$ cat config.mk
export PLATFORM = sky130hd
export DESIGN_NAME = typing_round_ctrl
export DESIGN_NICKNAME = d
export VERILOG_FILES = /design/src/rtl/typing_round_ctrl.sv
export SDC_FILE = /design/constraint.sdc
export NUM_CORES = 1
export LEC_CHECK = 0
export BUFFER_PORTS_ARGS = -buffer_cell sky130_fd_sc_hd__buf_2
export CORE_MARGIN = 5
export CORE_UTILIZATION = 48
export DETAILED_ROUTE_END_ITERATION = 16
export GPL_TIMING_DRIVEN = 0
export PLACE_DENSITY = 0.82
export SLEW_MARGIN = 20
export SYNTH_ARGS = -nofsm -noshare
export SYNTH_HDL_FRONTEND = slang
export SYNTH_SLANG_ARGS = --single-unit
$ cat constraint.sdc
create_clock -name clk -period 2.3 [get_ports clk]
set_input_delay 0.23 -clock clk [delete_from_list [all_inputs] [get_ports clk]]
set_output_delay 0.23 -clock clk [all_outputs]
set_load 0.01 [all_outputs]
$ cat src/rtl/typing_round_ctrl.sv
// typing_round_ctrl: fetches words from the word ROM, presents them to the letter checker,
// and keeps score, misses and the round timer until timeout or too many misses.
module typing_round_ctrl #(
    parameter int WORD_COUNT    = 32,
    parameter int ADDR_W        = 5,
    parameter int TICKS_PER_SEC = 100_000_000,
    parameter int ROUND_SECS    = 60,
    parameter int FAIL_LIMIT    = 3
) (
    input  logic              clk,
    input  logic              reset,
    input  logic              start,
    input  logic              pass_in,
    input  logic              fail_in,
    output logic [ADDR_W-1:0] rom_addr,
    input  logic [19:0]       rom_data,
    output logic [19:0]       cword,
    output logic              checker_reset,
    output logic [7:0]        score,
    output logic [3:0]        misses,
    output logic [6:0]        secs_left,
    output logic              playing,
    output logic              game_over
);
    localparam int TW = TICKS_PER_SEC > 1 ? $clog2(TICKS_PER_SEC) : 1;

    typedef enum logic [1:0] {IDLE, LOAD, PLAY, DONE} state_t;

    state_t            state, state_n;
    logic [ADDR_W-1:0] addr_n;
    logic [19:0]       cword_n;
    logic [7:0]        score_n;
    logic [3:0]        misses_n;
    logic [6:0]        secs_n;
    logic [TW-1:0]     tick, tick_n;
    logic              load_cnt, load_cnt_n;
    logic              pass_q, fail_q;
    logic              pass_ev, fail_ev, sec_end;

    always_comb begin
        state_n    = state;
        addr_n     = rom_addr;
        cword_n    = cword;
        score_n    = score;
        misses_n   = misses;
        secs_n     = secs_left;
        tick_n     = tick;
        load_cnt_n = load_cnt;
        pass_ev    = pass_in & ~pass_q;
        fail_ev    = fail_in & ~fail_q;
        sec_end    = tick == TW'(TICKS_PER_SEC - 1);
        case (state)
            IDLE, DONE: if (start) begin
                state_n    = LOAD;
                score_n    = '0;
                misses_n   = '0;
                secs_n     = 7'(ROUND_SECS);
                tick_n     = '0;
                addr_n     = '0;
                load_cnt_n = 1'b0;
            end
            LOAD: begin
                load_cnt_n = ~load_cnt;
                if (load_cnt) begin
                    cword_n = rom_data;
                    state_n = PLAY;
                end
            end
            PLAY: if (fail_ev) begin
                misses_n   = misses + 4'd1;
                state_n    = misses_n == 4'(FAIL_LIMIT) ? DONE : LOAD;
                load_cnt_n = 1'b0;
            end else if (pass_ev) begin
                score_n    = score == 8'hff ? score : score + 8'd1;
                addr_n     = rom_addr == ADDR_W'(WORD_COUNT - 1) ? '0 : rom_addr + ADDR_W'(1);
                state_n    = LOAD;
                load_cnt_n = 1'b0;
            end
        endcase
        // Timeout wins over any pass/fail acted on in the same cycle.
        if (state == LOAD || state == PLAY) begin
            tick_n = sec_end ? '0 : tick + TW'(1);
            if (sec_end && secs_left != 7'd0) begin
                secs_n = secs_left - 7'd1;
                if (secs_n == 7'd0) begin
                    state_n  = DONE;
                    score_n  = score;
                    misses_n = misses;
                    addr_n   = rom_addr;
                end
            end
        end
    end

    always_ff @(posedge clk) begin
        if (reset) begin
            state         <= IDLE;
            rom_addr      <= '0;
            cword         <= '0;
            score         <= '0;
            misses        <= '0;
            secs_left     <= 7'(ROUND_SECS);
            tick          <= '0;
            load_cnt      <= 1'b0;
            pass_q        <= 1'b0;
            fail_q        <= 1'b0;
            checker_reset <= 1'b1;
            playing       <= 1'b0;
            game_over     <= 1'b0;
        end else begin
            state         <= state_n;
            rom_addr      <= addr_n;
            cword         <= cword_n;
            score         <= score_n;
            misses        <= misses_n;
            secs_left     <= secs_n;
            tick          <= tick_n;
            load_cnt      <= load_cnt_n;
            pass_q        <= pass_in;
            fail_q        <= fail_in;
            checker_reset <= state_n != PLAY;
            playing       <= state_n == PLAY;
            game_over     <= state_n == DONE;
        end
    end
endmodule
Yosys cells after proc, flatten, opt, wreduce, memory -nomap -nowiden
Cells that the tools add are included.
{ "totals": {"regBits": 79, "in_bits": 25, "output_inout_bits": 47, "elab_cells": 90} }
{ "classes": {"addsub": 5, "eq_ne": 13, "n_mux": 43, "bitwise": 5, "n_reduce_logical": 11} }
{ "op_table": {"columns": ["op", "n"], "rows": [
  ["2-to-1 mux 27 bit", 4],
  ["2-to-1 mux 8 bit", 7],
  ["2-to-1 mux 5 bit", 7],
  ["2-to-1 mux 7 bit", 4],
  ["adder 27 x 1 -> 27 bit, second input constant", 1],
  ["== test 27 bit, second input constant", 1],
  ["2-to-1 mux 4 bit", 5],
  ["2-to-1 mux 2 bit", 8],
  ["one-hot mux 8 bit (2 select lines)", 1],
  ["one-hot mux 5 bit (2 select lines)", 1],
  ["adder 8 x 1 -> 8 bit, second input constant", 1],
  ["== test 2 bit, second input constant", 4],
  ["== test 8 bit, second input constant", 1],
  ["one-hot mux 4 bit (2 select lines)", 1],
  ["logical NOT 7 bit", 1],
  ["nonzero test 7 bit", 1],
  ["subtractor 7 x 1 -> 7 bit, second input constant", 1],
  ["!= test 3 bit, second input constant", 2],
  ["one-hot mux 2 bit (3 select lines)", 1],
  ["AND reduction 2 bit", 3],
  ["adder 5 x 1 -> 5 bit, second input constant", 1],
  ["== test 5 bit, second input constant", 1],
  ["adder 4 x 1 -> 4 bit, second input constant", 1],
  ["== test 4 x 2 -> 1 bit, second input constant", 1],
  ["other kinds (11)", 18]
]} }

Depth between registers and ports, before layout
Gate-level depths: netlist (run 1).
{ "depth": {"word_depth": 9, "ltp_mapped": 9, "mapped_depth_nobuf": 8} }

Least setup slack after synthesis (run 1)
No wires, ideal clock.
{ "synth_timing": {"kind": "reg-to-reg", "from": "register secs_left[0]", "to": "register checker_reset", "setup_ns": 0.134, "t_arrival_ns": 2.279, "path_slack_ns": -0.113, "path_stages_with_launch": 8, "path_buffers": 0, "synth_period_minus_slack_ns": 2.413, "path_cell_list": "dfxtp_1 > inv_1 > ha_1 > o41ai_1 > nand2_1 > nor2_8 > a211oi_2 > or4_1"} }
{ "synth_via": {"elab_chain_len": 6} }
{ "synth_rtl": {"columns": ["item", "line", "rtl"], "rows": [
  ["from (decl)", "21", "output logic [6:0] secs_left,"],
  ["from (signal assigned)", "102", "secs_left <= 7'(ROUND_SECS);"],
  ["from (signal assigned)", "116", "secs_left <= secs_n;"],
  ["subtractor 7 x 1 -> 7 bit", "84", "secs_n = secs_left - 7'd1;"],
  ["logical NOT 7 bit", "85", "if (secs_n == 7'd0) begin"],
  ["2-to-1 mux 2 bit", "85", null],
  ["2-to-1 mux 2 bit *", "83", "if (sec_end && secs_left != 7'd0) begin"],
  ["2-to-1 mux 2 bit *", "81", "if (state == LOAD || state == PLAY) begin"],
  ["!= test 2 bit *", "121", "checker_reset <= state_n != PLAY;"],
  ["to (signal assigned)", "107", "checker_reset <= 1'b1;"],
  ["to (signal assigned)", "121", null],
  ["to (decl)", "18", "output logic checker_reset,"]
]} }
Every way passes the cells marked *; elsewhere a longest branch is shown, timed or not.
A chain may end at the register's enable or synchronous reset.

Final worst setup path (run 1)
{ "layout_timing": {"from": "register secs_left[0]", "to": "register misses[2]"} }
{ "layout_via": {"elab_chain_len": 4} }
{ "layout_rtl": {"columns": ["item", "line", "rtl"], "rows": [
  ["branches (longest 4 deep; another with subtractor 7 x 1 -> 7 bit)", null, null],
  ["to (signal assigned)", "115", "misses <= misses_n;"],
  ["to (decl)", "20", "output logic [3:0] misses,"]
]} }
Parallel ways; which one is timed is not known.

==> results of run 1 <==
state kept, by name, indices dropped and copies added (netlist names):
signal	count
playing	1
fail_q	1
game_over	1
rom_addr	5
misses	4
cword	20
checker_reset	1
state	2
score	8
load_cnt	1
secs_left	7
tick	27
pass_q	1
kinds of logic (layout without fill, tap and decap cells):
family	Yosys count	after routing	share of synthesized area, %
compound gates	133	133	22.4
xor+xnor	7	7	1.56
fa+ha+maj	10	10	3.19
buf+inv	40	140	5.20
flops	79	79	40.3
mux	3	3	0.797
simple gates	195	195	26.5
critical path: stages, from the launching register on:
cell,delay (ns)
dfxtp_2,0.36
inv_1,0.13
ha_4,0.19
nor3b_4,0.24
a21oi_2,0.11
nand4_4,0.18
nor2_8,0.05
buf_4,0.17
or3_2,0.44
a32o_1,0.26
final cells by class:
class / count / area (um^2) / area share [%]
flip-flops and latches: 79 / 1600 / 32.4
clock inverters: 7 / 86.3 / 1.75
well taps: 105 / 131 / 2.67
plain buffers: 25 / 154 / 3.13
clock buffers: 9 / 124 / 2.52
repair buffers: 88 / 484 / 9.83
inverters: 11 / 41.3 / 0.838
multi-input cells: 348 / 2310 / 46.8
power groups by stage:
stage                     Clock [uW]  Combinational (uW)  Sequential, uW
after floorplan                    0                 200            1430
after global placement             0                 293            1430
after detailed placement           0                 301            1430
after CTS                       1130                 318            1400
after global routing            1200                 357            1400
final                           1120                 327            1400
synthesized netlist by cell type (4+ instances only):
cell / instances / share of area, %
nor2_1: 30 / 2.9
nand4_1: 11 / 1.8
or3_2: 4 / 0.77
o21a_1: 4 / 0.77
a31oi_1: 9 / 1.4
nand2_1: 72 / 6.9
nor2b_1: 8 / 1.3
dfxtp_1: 79 / 40
buf_6: 7 / 2.0
o211ai_1: 4 / 0.77
nor3b_1: 6 / 1.1
a311oi_1: 5 / 1.1
xor2_1: 4 / 0.89
a211oi_1: 4 / 0.77
ha_1: 10 / 3.2
nor3_1: 7 / 0.89
and3_1: 7 / 1.1
nor4_1: 6 / 0.96
o21ai_0: 23 / 2.9
nand3_1: 13 / 1.7
clkbuf_1: 19 / 1.8
inv_1: 11 / 1.1
a21oi_1: 53 / 6.8
final timing paths:
kind	from	end	slack, ns	cells after the start
max reg2reg	secs_left[0]$_SDFF_PP0_	misses[2]$_SDFFE_PP0P_	0.08	9
min reg2reg	cword[8]$_SDFFE_PP0P_	cword[8]$_SDFFE_PP0P_	0.46	2
max	secs_left[0]$_SDFF_PP0_	misses[2]$_SDFFE_PP0P_	0.08	9
min	fail_in	fail_q$_SDFF_PP0_	0.08	2
routing by layer:
layer / share of wire (%) / vias to the layer above / wire length (um) / global-route usage [%]
li1: - / 1893 / - / -
met1: 43 / 1879 / 4520 / 26.9
met2: 49 / 136 / 5240 / 34.1
met3: 6.2 / 24 / 662 / 5.28
met4: 2.0 / 0 / 216 / 7.36
met5: 0 / - / 0 / 0
repair_timing:
item,in CTS,in global routing
cloned,0,0
buffers inserted,13,4
pin swaps,8,6
gates resized for setup,29,19
setup endpoints to repair,35,44
metrics by stage:
stage	TNS (ns)	area, um^2
after floorplan	0	3930
after global placement	-0.926	4420
after detailed placement	-1.91	4420
after CTS	-0.0837	4820
after global routing	-0.000365	4920
final	0	4920
==> impl_metrics.py, run 1 <==
metrics = {
    "outcome": {
        "outcome": "finished clean",
    },
    "drt": {
        "wl_per_cell_um": 15.8,
        "detail-route-antenna-nets": 0,
        "detail_route.vias_per_cell": 5.85,
        "drtPass1Iterations": 5,
        "drc_errors": 0,
        "drt-total-wl_mm": 10.6,
        "num_vias": 3932,
        "drt_first_iter_violations": 272,
    },
    "worst_hold_path": {
        "hp-class": "input port to flip-flop",
    },
    "layout": {
        "diodes": 0,
        "layout_common_cells": "buf_2, nand2_1, dfxtp_1",
        "nNetsFinal": 597,
        "fillCellCount": 690,
        "fin_util_pct": 60.9,
        "synthToLayoutAreaGrowth_pct": 25.6,
        "drive_gt1_share_pct": 28.9,
        "final_common_cell": "buf_2",
        "instances_no_fill": 672,
    },
    "floorplanning": {
        "die_y_um": 100,
        "dieArea_um2": 10100,
        "coreArea_um2": 8090,
        "start_util_pct": 48.5,
        "die-width_um": 100,
        "num_io_pins": 72,
        "fp-row-count": 33,
    },
    "synthesis": {
        "ys_types": 69,
        "avgSynthCellArea_um2": 8.40,
        "syn_area_um2": 3920,
        "ys.warnings.count": 0,
        "syn_nets": 502,
        "synthArstFlopShare_pct": 0,
        "synth-seq-cells": 79,
        "synth-seq-area-share_pct": 40.3,
        "synth_edf_count": 0,
        "ys.flop_type": "dfxtp_1",
        "synthCells": 467,
    },
    "pwr": {
        "p_seq_share_pct": 49.1,
        "clkPwrFrac_pct": 39.4,
        "pwr-share-comb_pct": 11.5,
        "p_int_uw": 2030,
        "switching_share_pct": 28.7,
        "p_leak_uw": 0.00191,
        "finalPower_uw": 2840,
        "power.switching_uw": 816,
        "cellPowerDensity_nw_per_um2": 578,
        "ir_drop_uv": 429,
    },
    "timing": {
        "slew_viol_final": 0,
        "clock.fmax_ghz": 0.450,
        "finalSetupViolCount": 0,
        "worst_slew_pin_slew_ns": 0.566,
        "holdWs_ns": 0.0810,
        "finalWorstSetupSlack_ns": 0.0797,
        "maxSlewHeadroom_pct": 62.3,
        "finalHoldViolCount": 0,
        "finalCriticalPeriod_ns": 2.22,
        "min_period_over_period_pct": 96.5,
        "skew_ns": 0.00676,
    },
    "worst_setup_path": {
        "path_max_fanout": 7,
        "startpoint_type": "flip-flop",
        "end_kind": "flip-flop",
        "required_ns": 2.57,
        "criticalPathCategory": "flip-flop to flip-flop",
        "cp.arrival_ns": 2.49,
    },
    "global_routing": {
        "grt_pass1_wl_mm": 17.1,
        "grt_remaining_overflow": 0,
        "grt_usage_pct": 20.9,
        "antenna_found_initial": 0,
        "grt_max_degree": 17,
        "grt_pass1_vias": 3618,
    },
    "clock_tree": {
        "cts_inserted_buffers": 9,
        "hold_buffers": 0,
        "clock-sinks": 79,
        "clock_latency_ns": 0.37,
        "cts_buffer_depth": 2,
        "cts_tree": "built",
        "clkTransAtPathRegs_ns": 0.09,
        "cts_root_buf": "clkbuf_8",
        "htreeDepth": 3,
    },
    "placed_design": {
        "gp_congestion": 0.848,
        "pre_cts_slack_ns": -0.202,
        "hpwl_mm": 7.18,
        "port_buffers": 71,
        "placedCellCount": 643,
    },
    "job": {
        "cap_violations": 0,
    },
}
(Power assumes the default switching activity.)
==> inputs of run 2 (changes only) <==
==> constraint.sdc (replaced) <==
create_clock -name clk -period 2.3 [get_ports clk]
set_input_delay 0.23 -clock clk [delete_from_list [all_inputs] [get_ports clk]]
set_output_delay 0.23 -clock clk [all_outputs]
set_load 0.05 [all_outputs]
==> impl_metrics.py, run 2 (synthesis gave the netlist of run 1 again) <==
metrics = {
    "placed_design": {
        "hpwl_mm": 7.27,
        "gp_congestion": 0.861,
        "postPlaceCellArea_um2": 4420,
        "placedCellCount": 643,
        "port_buffers": 71,
    },
    "timing": {
        "finalSetupViolCount": 0,
        "slew_viol_final": 0,
        "skew_ns": 0.00940,
        "maxSlewHeadroom_pct": 60.7,
        "min_period_over_period_pct": 99.4,
        "finalCriticalPeriod_ns": 2.29,
        "tns_ns": 0,
        "clock.fmax_ghz": 0.437,
        "finalHoldViolCount": 0,
        "worst_slew_pin_slew_ns": 0.589,
        "holdWs_ns": 0.0953,
    },
    "drt": {
        "drc_errors": 0,
        "drt-total-wl_mm": 11.0,
        "wl_per_cell_um": 16.3,
        "drt_first_iter_violations": 295,
        "detail_route.vias_per_cell": 5.91,
        "drtPass1Iterations": 5,
        "detail-route-antenna-nets": 0,
        "num_vias": 3992,
    },
    "worst_setup_path": {
        "path_max_fanout": 10,
        "end_kind": "flip-flop",
        "endpoint": "tick[21]$_SDFFE_PP0P_",
        "criticalPathCategory": "flip-flop to flip-flop",
        "timing.rr.start": "tick[9]$_SDFFE_PP0P_",
        "ff2ff_setup_slack_ns": 0.01,
        "reg2regPathDepth": 9,
        "critical_path.startpoint": "tick[9]$_SDFFE_PP0P_",
        "required_ns": 2.52,
        "cp.arrival_ns": 2.51,
        "startpoint_type": "flip-flop",
        "r2r-end": "tick[21]$_SDFFE_PP0P_",
    },
    "floorplanning": {
        "coreArea_um2": 8090,
        "dieArea_um2": 10100,
        "start_util_pct": 48.5,
        "fp-row-count": 33,
        "num_io_pins": 72,
        "die-width_um": 100,
        "die_y_um": 100,
    },
    "global_routing": {
        "grt_usage_pct": 21.6,
        "grt_max_degree": 17,
        "grt_pass1_wl_mm": 17.6,
        "grt_pass1_vias": 3773,
        "antenna_found_initial": 0,
        "grt_remaining_overflow": 0,
    },
    "layout": {
        "drive_gt1_share_pct": 29.8,
        "final_cell_area_um2": 4930,
        "instances_no_fill": 676,
        "nNetsFinal": 601,
        "regMostFlops": "tick",
        "diodes": 0,
        "largest_reg_flops": 27,
        "layout_common_cells": "nand2_1, dfxtp_1, buf_2",
        "top_regs": "tick x27, cword x20, score x8",
        "synthToLayoutAreaGrowth_pct": 25.7,
    },
    "clock_tree": {
        "cts_root_buf": "clkbuf_8",
        "clkTransAtPathRegs_ns": 0.10,
        "cts_tree": "built",
        "hold_buffers": 0,
        "clock_latency_ns": 0.36,
        "clock-sinks": 79,
        "cts_buffer_depth": 2,
        "htreeDepth": 3,
        "cts_inserted_buffers": 9,
    },
    "worst_hold_path": {
        "hp-class": "input port to flip-flop",
    },
    "pwr": {
        "cellPowerDensity_nw_per_um2": 580,
        "ir_drop_uv": 307,
        "p_leak_uw": 0.00191,
    },
    "job": {
        "cap_violations": 0,
    },
    "outcome": {
        "outcome": "finished clean",
    },
}
[run 2: area by class of cell]
| type | instances | area, um^2 |
|---|---|---|
| buffer | 25 | 145 |
| clock buffer | 9 | 124 |
| clock inverter | 7 | 83.8 |
| fill | 715 | 3160 |
| inverter | 11 | 43.8 |
| multi-input combinational | 348 | 2290 |
| sequential | 79 | 1600 |
| tap | 105 | 131 |
| timing repair buffer | 92 | 513 |
[run 2: worst min path at each step]
stage,slack (ns),startpoint,end,depth (start not counted)
3_5_place_dp,0.44,cword[3]$_SDFFE_PP0P_,cword[3]$_SDFFE_PP0P_,2
3_3_place_gp,0.44,cword[6]$_SDFFE_PP0P_,cword[6]$_SDFFE_PP0P_,2
6_report,0.1,rom_data[3],cword[3]$_SDFFE_PP0P_,3
2_1_floorplan,0.36,fail_in,fail_q$_SDFF_PP0_,1
5_1_grt,0.08,rom_data[0],cword[0]$_SDFFE_PP0P_,3
4_1_cts,0.09,rom_data[0],cword[0]$_SDFFE_PP0P_,3
[run 2: repair_timing]
item | in CTS | in global routing
pin swaps | 6 | 10
endpoints found under the setup margin | 37 | 46
setup buffers | 10 | 12
gates cloned | 0 | 0
resized for setup | 20 | 24
[run 2: through the flow]
stage / util [%] / setup WS (ns) / total power, uW
floorplan: - / 0.0155 / 1660
global placement: 54.6 / -0.180 / 1750
detailed placement: 54.6 / -0.197 / 1760
CTS: 58.8 / -0.0719 / 2860
global route: 60.9 / -0.0480 / 2970
finish: 60.9 / 0.0135 / 2860
[run 2: per-layer routing]
metal | share of wire [%] | track usage (%) | wire length, um | vias up
met5 | 0 | 0 | 0 | -
met3 | 6.8 | 4.86 | 747 | 20
li1 | - | - | - | 1906
met1 | 43 | 27.7 | 4700 | 1900
met4 | 1.5 | 8.50 | 170 | 0
met2 | 49 | 35.1 | 5390 | 166
[run 2: power by group]
group	switching [uW]	internal, uW	total, uW	leakage [uW]
clock network	585	525	1110	0.000103
logic	238	117	355	0.00117
registers	13.6	1380	1390	0.000643
[run 2: worst max-delay path: stages (launching register included)]
cell	delay [ns]
dfxtp_4	0.35
or4b_4	0.52
nor4_4	0.14
buf_4	0.19
buf_4	0.12
a31o_2	0.20
clkbuf_4	0.24
o21ai_0	0.11
nand2_1	0.12
o311ai_0	0.15
==> inputs of run 3 (changes only) <==
--- a/config.mk
+++ b/config.mk
@@ -7,10 +7,10 @@
 export LEC_CHECK = 0
 export BUFFER_PORTS_ARGS = -buffer_cell sky130_fd_sc_hd__buf_2
 export CORE_MARGIN = 5
-export CORE_UTILIZATION = 48
+export CORE_UTILIZATION = 45
 export DETAILED_ROUTE_END_ITERATION = 16
 export GPL_TIMING_DRIVEN = 0
-export PLACE_DENSITY = 0.82
+export PLACE_DENSITY = 0.78
 export SLEW_MARGIN = 20
 export SYNTH_ARGS = -nofsm -noshare
 export SYNTH_HDL_FRONTEND = slang
==> impl_metrics.py, run 3 (synthesis gave the netlist of run 1 again) <==
metrics = {
    "global_routing": {
        "antenna_found_initial": 0,
        "grt_usage_pct": 20.4,
        "grt_remaining_overflow": 0,
        "grt_pass1_vias": 3793,
        "grt_pass1_wl_mm": 17.5,
        "grt_max_degree": 17,
    },
    "floorplanning": {
        "fp-row-count": 34,
        "die_y_um": 103,
        "coreArea_um2": 8590,
        "num_io_pins": 72,
        "die-width_um": 103,
        "start_util_pct": 45.6,
        "dieArea_um2": 10700,
    },
    "drt": {
        "drt_first_iter_violations": 255,
        "wl_per_cell_um": 16.0,
        "m1WireLength_mm": 4.74,
        "num_vias": 3966,
        "highest_layer": "met4",
        "drt-total-wl_mm": 10.9,
        "detail_route.vias_per_cell": 5.82,
        "detail-route-antenna-nets": 0,
        "wl_met3_um": 637,
        "wl_met2_mm": 5.36,
        "drc_errors": 0,
        "drtPass1Iterations": 5,
    },
    "worst_setup_path": {
        "slowest_stage": "or4b_4",
        "path_max_fanout": 8,
        "cp.arrival_ns": 2.52,
        "startpoint_type": "flip-flop",
        "criticalPathCategory": "flip-flop to flip-flop",
        "slowest_delay_ns": 0.54,
        "crit_path_cell_trace": "or4b_4 > nor4_4 > buf_4 > and4_2 > buf_6 > a31oi_4 > buf_4 > a41o_1",
        "cp_common_cell": "buf_4",
        "end_kind": "flip-flop",
        "required_ns": 2.55,
    },
    "timing": {
        "slew_viol_final": 0,
        "finalSetupViolCount": 0,
        "worst_slew_pin_slew_ns": 0.604,
        "maxSlewHeadroom_pct": 59.7,
        "finalHoldViolCount": 0,
        "tns_ns": 0,
        "skew_ns": 0.0145,
        "rsz0062_at_grt": "yes",
        "holdWs_ns": 0.0874,
        "clock.fmax_ghz": 0.441,
        "min_period_over_period_pct": 98.5,
        "finalCriticalPeriod_ns": 2.27,
    },
    "placed_design": {
        "port_buffers": 71,
        "placedCellCount": 646,
        "gp_congestion": 0.859,
        "hpwl_mm": 7.44,
        "postPlaceCellArea_um2": 4430,
    },
    "pwr": {
        "cellPowerDensity_nw_per_um2": 579,
        "ir_drop_uv": 291,
        "p_leak_uw": 0.00195,
    },
    "layout": {
        "final_common_cell": "dfxtp_1",
        "regMostFlops": "tick",
        "fillCellCount": 753,
        "nNetsFinal": 603,
        "drive_gt1_share_pct": 29.5,
        "diodes": 0,
        "largest_reg_flops": 27,
        "top_regs": "tick x27, cword x20, score x8",
        "final_cell_area_um2": 4970,
        "fin_util_pct": 57.8,
        "instances_no_fill": 681,
        "synthToLayoutAreaGrowth_pct": 26.7,
        "layout_common_cells": "dfxtp_1, nand2_1, buf_2",
    },
    "clock_tree": {
        "htreeDepth": 3,
        "cts_buffer_depth": 2,
        "cts_inserted_buffers": 9,
        "clock-sinks": 79,
        "clock_latency_ns": 0.36,
        "cts_root_buf": "clkbuf_8",
        "clkTransAtPathRegs_ns": 0.10,
        "cts_tree": "built",
    },
    "job": {
        "cap_violations": 0,
    },
    "outcome": {
        "outcome": "finished clean",
    },
    "worst_hold_path": {
        "hp-class": "input port to flip-flop",
    },
}
-- run 3: changes by cell type in the layout (fill, tap and decap cells not counted), moves of 2 or more --
cell	before	now
buf_6	6	8
dfxtp_4	4	2
nor3_1	3	5
nor3_2	3	0
o21ai_0	23	21
-- run 3: path summary, 6_finish.rpt --
path	cells after the start	slack, ns	from	to
max	8	0.03	tick[17]$_SDFFE_PP0P_	rom_addr[1]$_SDFFE_PP0P_
max reg2reg	8	0.03	tick[17]$_SDFFE_PP0P_	rom_addr[1]$_SDFFE_PP0P_
min	3	0.09	rom_data[0]	cword[0]$_SDFFE_PP0P_
min reg2reg	2	0.46	cword[18]$_SDFFE_PP0P_	cword[18]$_SDFFE_PP0P_
-- run 3: layout make-up --
type / instances / area, um^2 / share of cell area [%]
Clock inverter: 7 / 87.6 / 1.76
Inverter: 11 / 41.3 / 0.831
Sequential cell: 79 / 1600 / 32.1
Multi-Input combinational cell: 348 / 2300 / 46.4
Clock buffer: 9 / 124 / 2.49
Buffer: 25 / 145 / 2.92
Tap cell: 108 / 135 / 2.72
Timing Repair Buffer: 94 / 536 / 10.8
-- run 3: metrics by stage --
| step | total power (uW) | setup slack [ns] |
|---|---|---|
| after floorplan | 1660 | 0.0155 |
| after global placement | 1750 | -0.184 |
| after detailed placement | 1760 | -0.215 |
| after CTS | 2870 | -0.0442 |
| after global routing | 2990 | -0.0277 |
| final | 2880 | 0.0346 |
-- run 3: repair_timing --
action                                  4_1_cts  5_1_grt
endpoints found under the setup margin       37       45
pin swaps                                     8        7
hold buffers                                  0        0
resized for setup                            25       24
buffers inserted                             13       10
-- run 3: critical path, delay by kind of cell (launching register included) --
family	cells	cell delay, ns
buffers and inverters	3	0.52
DFF	1	0.33
and+or+nand+nor	3	0.92
AOI/OAI and AO/OA	2	0.39
-- run 3: routing by layer --
layer  GRT usage (%)  vias up
met5               0        -
met4            7.07        0
met3            3.76       24
met2            34.4      140
met1            26.1     1902
li1                -     1900
-- run 3: report_power, final --
group	leakage (uW)	switching (uW)	total, uW	internal (uW)
registers	0.000642	14.1	1400	1380
logic	0.00121	242	374	132
clock network	0.0000996	584	1110	522
